==> config.mk <==
export PLATFORM = sky130hd
export DESIGN_NAME = ife_dispatch_scheduler
export DESIGN_NICKNAME = d
export VERILOG_FILES = /design/src/rtl/ife_dispatch_scheduler.sv
export SDC_FILE = /design/constraint.sdc
export NUM_CORES = 2
export LEC_CHECK = 0
export ABC_AREA = 1
export CAP_MARGIN = 20
export CORE_MARGIN = 5
export CORE_UTILIZATION = 40
export CTS_CLUSTER_SIZE = 25
export DETAILED_ROUTE_END_ITERATION = 10
export SYNTH_ARGS = -nofsm -noshare
export SYNTH_HDL_FRONTEND = slang
export SYNTH_SLANG_ARGS = --single-unit
==> constraint.sdc <==
create_clock -name clk -period 38.2 [get_ports clk]
set_input_delay 7.64 -clock clk [delete_from_list [all_inputs] [get_ports clk]]
set_output_delay 7.64 -clock clk [all_outputs]
set_load 0.02 [all_outputs]
==> src/rtl/ife_dispatch_scheduler.sv <==
// Instruction-fetch block dispatcher. Fetched blocks are queued in a FIFO and
// handed out one per cycle, round-robin, to dispatch slots of idle cores.
module ife_dispatch_scheduler #(
  parameter int BLOCK_SIZE = 4,
  parameter int NUM_CORES  = 2,
  parameter int FIFO_DEPTH = 4
) (
  input  logic                               clk,
  input  logic                               rst,
  input  logic                               in_valid,
  output logic                               in_ready,
  input  logic [BLOCK_SIZE*32-1:0]           in_data,
  input  logic [7:0]                         in_block_id,
  input  logic [NUM_CORES-1:0]               core_busy,
  output logic [NUM_CORES-1:0]               disp_valid,
  input  logic [NUM_CORES-1:0]               disp_ready,
  output logic [NUM_CORES*BLOCK_SIZE*32-1:0] disp_data,
  output logic [NUM_CORES*8-1:0]             disp_block_id,
  output logic [$clog2(FIFO_DEPTH+1)-1:0]    fifo_count,
  output logic [15:0]                        dispatch_total
);

  // Handshakes: a transfer completes on a rising edge where valid and ready are
  // both high; valid never waits on ready, and payload holds until the transfer.

  localparam int DW = BLOCK_SIZE * 32;
  localparam int PW = $clog2(FIFO_DEPTH);
  localparam int CW = $clog2(FIFO_DEPTH + 1);
  localparam int RW = (NUM_CORES > 1) ? $clog2(NUM_CORES) : 1;

  logic [DW-1:0]           mem_data_q [FIFO_DEPTH];
  logic [DW-1:0]           mem_data_d [FIFO_DEPTH];
  logic [7:0]              mem_id_q   [FIFO_DEPTH];
  logic [7:0]              mem_id_d   [FIFO_DEPTH];
  logic [PW-1:0]           wr_q, wr_d, rd_q, rd_d;
  logic [CW-1:0]           count_q, count_d;
  logic [RW-1:0]           rr_q, rr_d;
  logic [NUM_CORES-1:0]    valid_q, valid_d;
  logic [NUM_CORES*DW-1:0] data_q, data_d;
  logic [NUM_CORES*8-1:0]  id_q, id_d;
  logic [15:0]             total_q, total_d;

  logic                    push, pop, found;
  logic [RW-1:0]           chosen;
  logic [RW:0]             sum;
  logic [NUM_CORES-1:0]    eligible, hs;

  always_comb begin
    mem_data_d = mem_data_q;
    mem_id_d   = mem_id_q;
    wr_d       = wr_q;
    rd_d       = rd_q;
    rr_d       = rr_q;
    data_d     = data_q;
    id_d       = id_q;
    found      = 1'b0;
    chosen     = '0;
    sum        = '0;
    pop        = 1'b0;

    in_ready = (count_q != CW'(FIFO_DEPTH));
    push     = in_valid && in_ready;
    eligible = ~core_busy & ~valid_q;
    hs       = valid_q & disp_ready;
    valid_d  = valid_q & ~hs;

    total_d = total_q;
    for (int c = 0; c < NUM_CORES; c++) begin
      total_d = total_d + 16'(hs[c]);
    end

    // Search starts at rr_q and wraps; first eligible core wins.
    for (int i = 0; i < NUM_CORES; i++) begin
      sum = {1'b0, rr_q} + (RW+1)'(i);
      if (sum >= (RW+1)'(NUM_CORES)) begin
        sum = sum - (RW+1)'(NUM_CORES);
      end
      if (!found && eligible[sum[RW-1:0]]) begin
        found  = 1'b1;
        chosen = sum[RW-1:0];
      end
    end

    if (count_q != '0 && found) begin
      pop                          = 1'b1;
      valid_d[chosen]              = 1'b1;
      data_d[int'(chosen)*DW +: DW] = mem_data_q[rd_q];
      id_d[int'(chosen)*8 +: 8]    = mem_id_q[rd_q];
      rd_d                         = rd_q + PW'(1);
      rr_d = (chosen == RW'(NUM_CORES - 1)) ? '0 : chosen + RW'(1);
    end

    if (push) begin
      mem_data_d[wr_q] = in_data;
      mem_id_d[wr_q]   = in_block_id;
      wr_d             = wr_q + PW'(1);
    end

    count_d = count_q + CW'(push) - CW'(pop);
  end

  always_ff @(posedge clk or posedge rst) begin
    if (rst) begin
      for (int i = 0; i < FIFO_DEPTH; i++) begin
        mem_data_q[i] <= '0;
        mem_id_q[i]   <= '0;
      end
      wr_q    <= '0;
      rd_q    <= '0;
      count_q <= '0;
      rr_q    <= '0;
      valid_q <= '0;
      data_q  <= '0;
      id_q    <= '0;
      total_q <= '0;
    end else begin
      mem_data_q <= mem_data_d;
      mem_id_q   <= mem_id_d;
      wr_q       <= wr_d;
      rd_q       <= rd_d;
      count_q    <= count_d;
      rr_q       <= rr_d;
      valid_q    <= valid_d;
      data_q     <= data_d;
      id_q       <= id_d;
      total_q    <= total_d;
    end
  end

  assign disp_valid     = valid_q;
  assign disp_data      = data_q;
  assign disp_block_id  = id_q;
  assign fifo_count     = count_q;
  assign dispatch_total = total_q;

endmodule

==> flow_summary.toml <==
[global_routing]
grt_max_degree = 152
track_usage = 0.2027
overflow = 0
antenna_found_initial = 7
first_global_vias = 28108
grt_first_pass_wirelength_um = 161600

[yosys]
ys_types = 25
synth_top_family_by_area = "simple AND/OR/NAND/NOR gates"
synth.mux.area_fraction = 0
synth_area_per_cell_um2 = 8.159
yosysSeqAreaShare = 0.5733
ys_seq_elements = 842
synthCells = 4505
yosys.area_share.simple = 0.2914
synth_xor_area_frac = 0.002859
synth_fa_ha_area_frac = 0.003472
syn_area_um2 = 36760
synthesis.nets = 4657
synth_compound_area_frac = 0.07527
yosysWarnings = 0

[clocking]
clock-sinks = 842
cts_tree = "built"
post-cts-setup-buffer-count = 0
cts_buffer_depth = 3
cts_hold_buffers = 0
cts.reportedPaths.clkPinSlew_ns = 0.06
numCtsBuffers = 92
cts_root_buf = "clkbuf_16"
insertion_delay_ns = 0.65
htree_levels = 3
cts_resized = 0

[floorplanning]
die_area_um2 = 98050
num_io_pins = 437
initial_core_util = 0.4022
rows = 111
fp.dieH_um = 313.1
core_area_um2 = 91390
die_w_um = 313.1

[placed_design]
gp_congestion = 0.7536
placed_cell_area_um2 = 41610
place_ws_ns = 26.57
place_hpwl_um = 59950
io_buffers = 436

[worst_setup_path]
cp_common_cell = "buf_4"
arrival_ns = 11.49
crit_path_end_kind = "async pin"
r2r_slack_ns = 34.90
cp-startpoint = "rst"
crit_fanout = 151
rr_endpoint = "disp_data[98]$_DFFE_PP0P_"
worstPathCellList = "clkdlybuf4s50_1, inv_8, buf_12, buf_4, buf_4"
crit_path_start_kind = "input pin"
cp.required_ns = 38.84
r2r-start = "rd_q[0]$_DFFE_PP0N_"
crit_slowest_cell = "buf_4"
ff2ff_path_depth = 8
criticalPathCategory = "input pin to async pin"
max_stage_delay_ns = 0.85
crit_end = "disp_data[158]$_DFFE_PP0P_"

[layout]
final_cell_mix = "1,806 x nand2_1, 840 x dfrtp_1, 560 x nor2_1, 550 x o21ai_0, 436 x clkdlybuf4s50_1"
area_delta_synth_final_pct = 22.08
fin_util = 0.4910
final_area_um2 = 44870
fill_cells = 8909
layout-drive-gt1-share = 0.04346
finalNetCount = 4956
final_common_cell = "nand2_1"

[route]
post-route-drc-count = 0
wl_per_cell_um = 16.53
ant_nets = 0
drt_iter0_drc = 2250
viasPerCell = 4.761
wl_um = 100300
dr.pass1.iters = 5
via_count = 28884

[sta]
fin_crit_ns = 10.85
tightest_slew_ns = 1.102
final.period_utilization = 0.2840
hold_viol = 0
drv_slew = 0
finalSetupViolations = 0
maxSlewHeadroom = 0.2656
fin_skew_ns = 0.02481
fmax_mhz = 92.17
finalSetupTns_ns = 0
finalWorstSetupSlack_ns = 27.35
grt_setup_unrepaired = "false"

[flow_run]
maxCapViolCount = 0

[power]
power_per_cell_area_nw_per_um2 = 90.70
ir_drop_mv = 0.03788
power.leakage_nw = 22.44

[status]
status = "completed"

[hold_path]
worstHoldPathType = "flip-flop to flip-flop"
logic make-up after synthesis:
| family | count (synthesis) |
|---|---|
| xor+xnor | 12 |
| flops | 842 |
| buf+inv | 431 |
| simple gates | 2659 |
| fa+ha+maj | 9 |
| compound gates | 552 |
sequential cells by signal, summed over array words and instances (netlist names):
signal	cells
dispatch_total	16
mem_id_q	32
rr_q	1
disp_data	256
rd_q	2
wr_q	2
mem_data_q	512
disp_valid	2
fifo_count	3
disp_block_id	16
worst min-delay path by stage:
stage | startpoint | endpoint | slack (ns) | cells after the start
5_1_grt | mem_data_q[336]$_DFFE_PP0P_ | mem_data_q[336]$_DFFE_PP0P_ | 0.48 | 2
2_1_floorplan | mem_data_q[0]$_DFFE_PP0P_ | mem_data_q[0]$_DFFE_PP0P_ | 0.45 | 2
6_report | mem_data_q[339]$_DFFE_PP0P_ | mem_data_q[339]$_DFFE_PP0P_ | 0.47 | 2
3_3_place_gp | mem_data_q[346]$_DFFE_PP0P_ | mem_data_q[346]$_DFFE_PP0P_ | 0.46 | 2
4_1_cts | mem_data_q[33]$_DFFE_PP0P_ | mem_data_q[33]$_DFFE_PP0P_ | 0.48 | 2
3_5_place_dp | disp_data[249]$_DFFE_PP0P_ | disp_data[249]$_DFFE_PP0P_ | 0.46 | 2
area by class of cell:
class	count	area [µm²]	share of cell area
Inverter	163	629.4	0.01403
Clock buffer	141	2790	0.06218
Multi-Input combinational cell	3232	13780	0.3071
Timing Repair Buffer	473	4747	0.1058
Antenna cell	3	7.507	0.0001673
Tap cell	1186	1484	0.03307
Sequential cell	842	21080	0.4698
Clock inverter	27	354.1	0.007892
power breakdown:
part | switching, mW | total, mW | internal [mW]
Clock | 0.367 | 0.917 | 0.550
Combinational | 1.05 | 1.68 | 0.620
Sequential | 0.204 | 1.48 | 1.27
metrics by stage:
step | total power [mW] | hold slack [ns] | std cells
floorplan | 2.602 | 0.4455 | 4505
global placement | 3.154 | 0.4569 | 5892
detailed placement | 3.182 | 0.4636 | 5892
CTS | 4.120 | 0.4793 | 6060
global route | 4.413 | 0.4842 | 6065
finish | 4.070 | 0.4733 | 6067
worst max-delay path: cells and delay by family:
| family | cells | cell delay [ns] |
|---|---|---|
| buffers and inverters | 5 | 3.38 |
routing by layer:
metal	GRT usage	routed length, µm	vias up
li1	-	-	14440
met1	0.2855	46950	13768
met2	0.3311	46800	560
met3	0.03921	4984	108
met4	0.03962	1512	8
met5	0	62	-
Yosys cell counts, drive strengths merged:
cell	number	share of area
a21oi	2	0.00037
buf	173	0.027
clkbuf	95	0.0097
dfrtp	842	0.57
fa	2	0.0011
ha	7	0.0024
inv	163	0.017
nand2	1808	0.18
nand3	13	0.0019
nand4	4	0.00068
nor2	562	0.058
o21ai	550	0.075
or2	272	0.046
xnor2	6	0.0014
xor2	6	0.0014
Note: power is estimated with default switching activity, not from simulation.
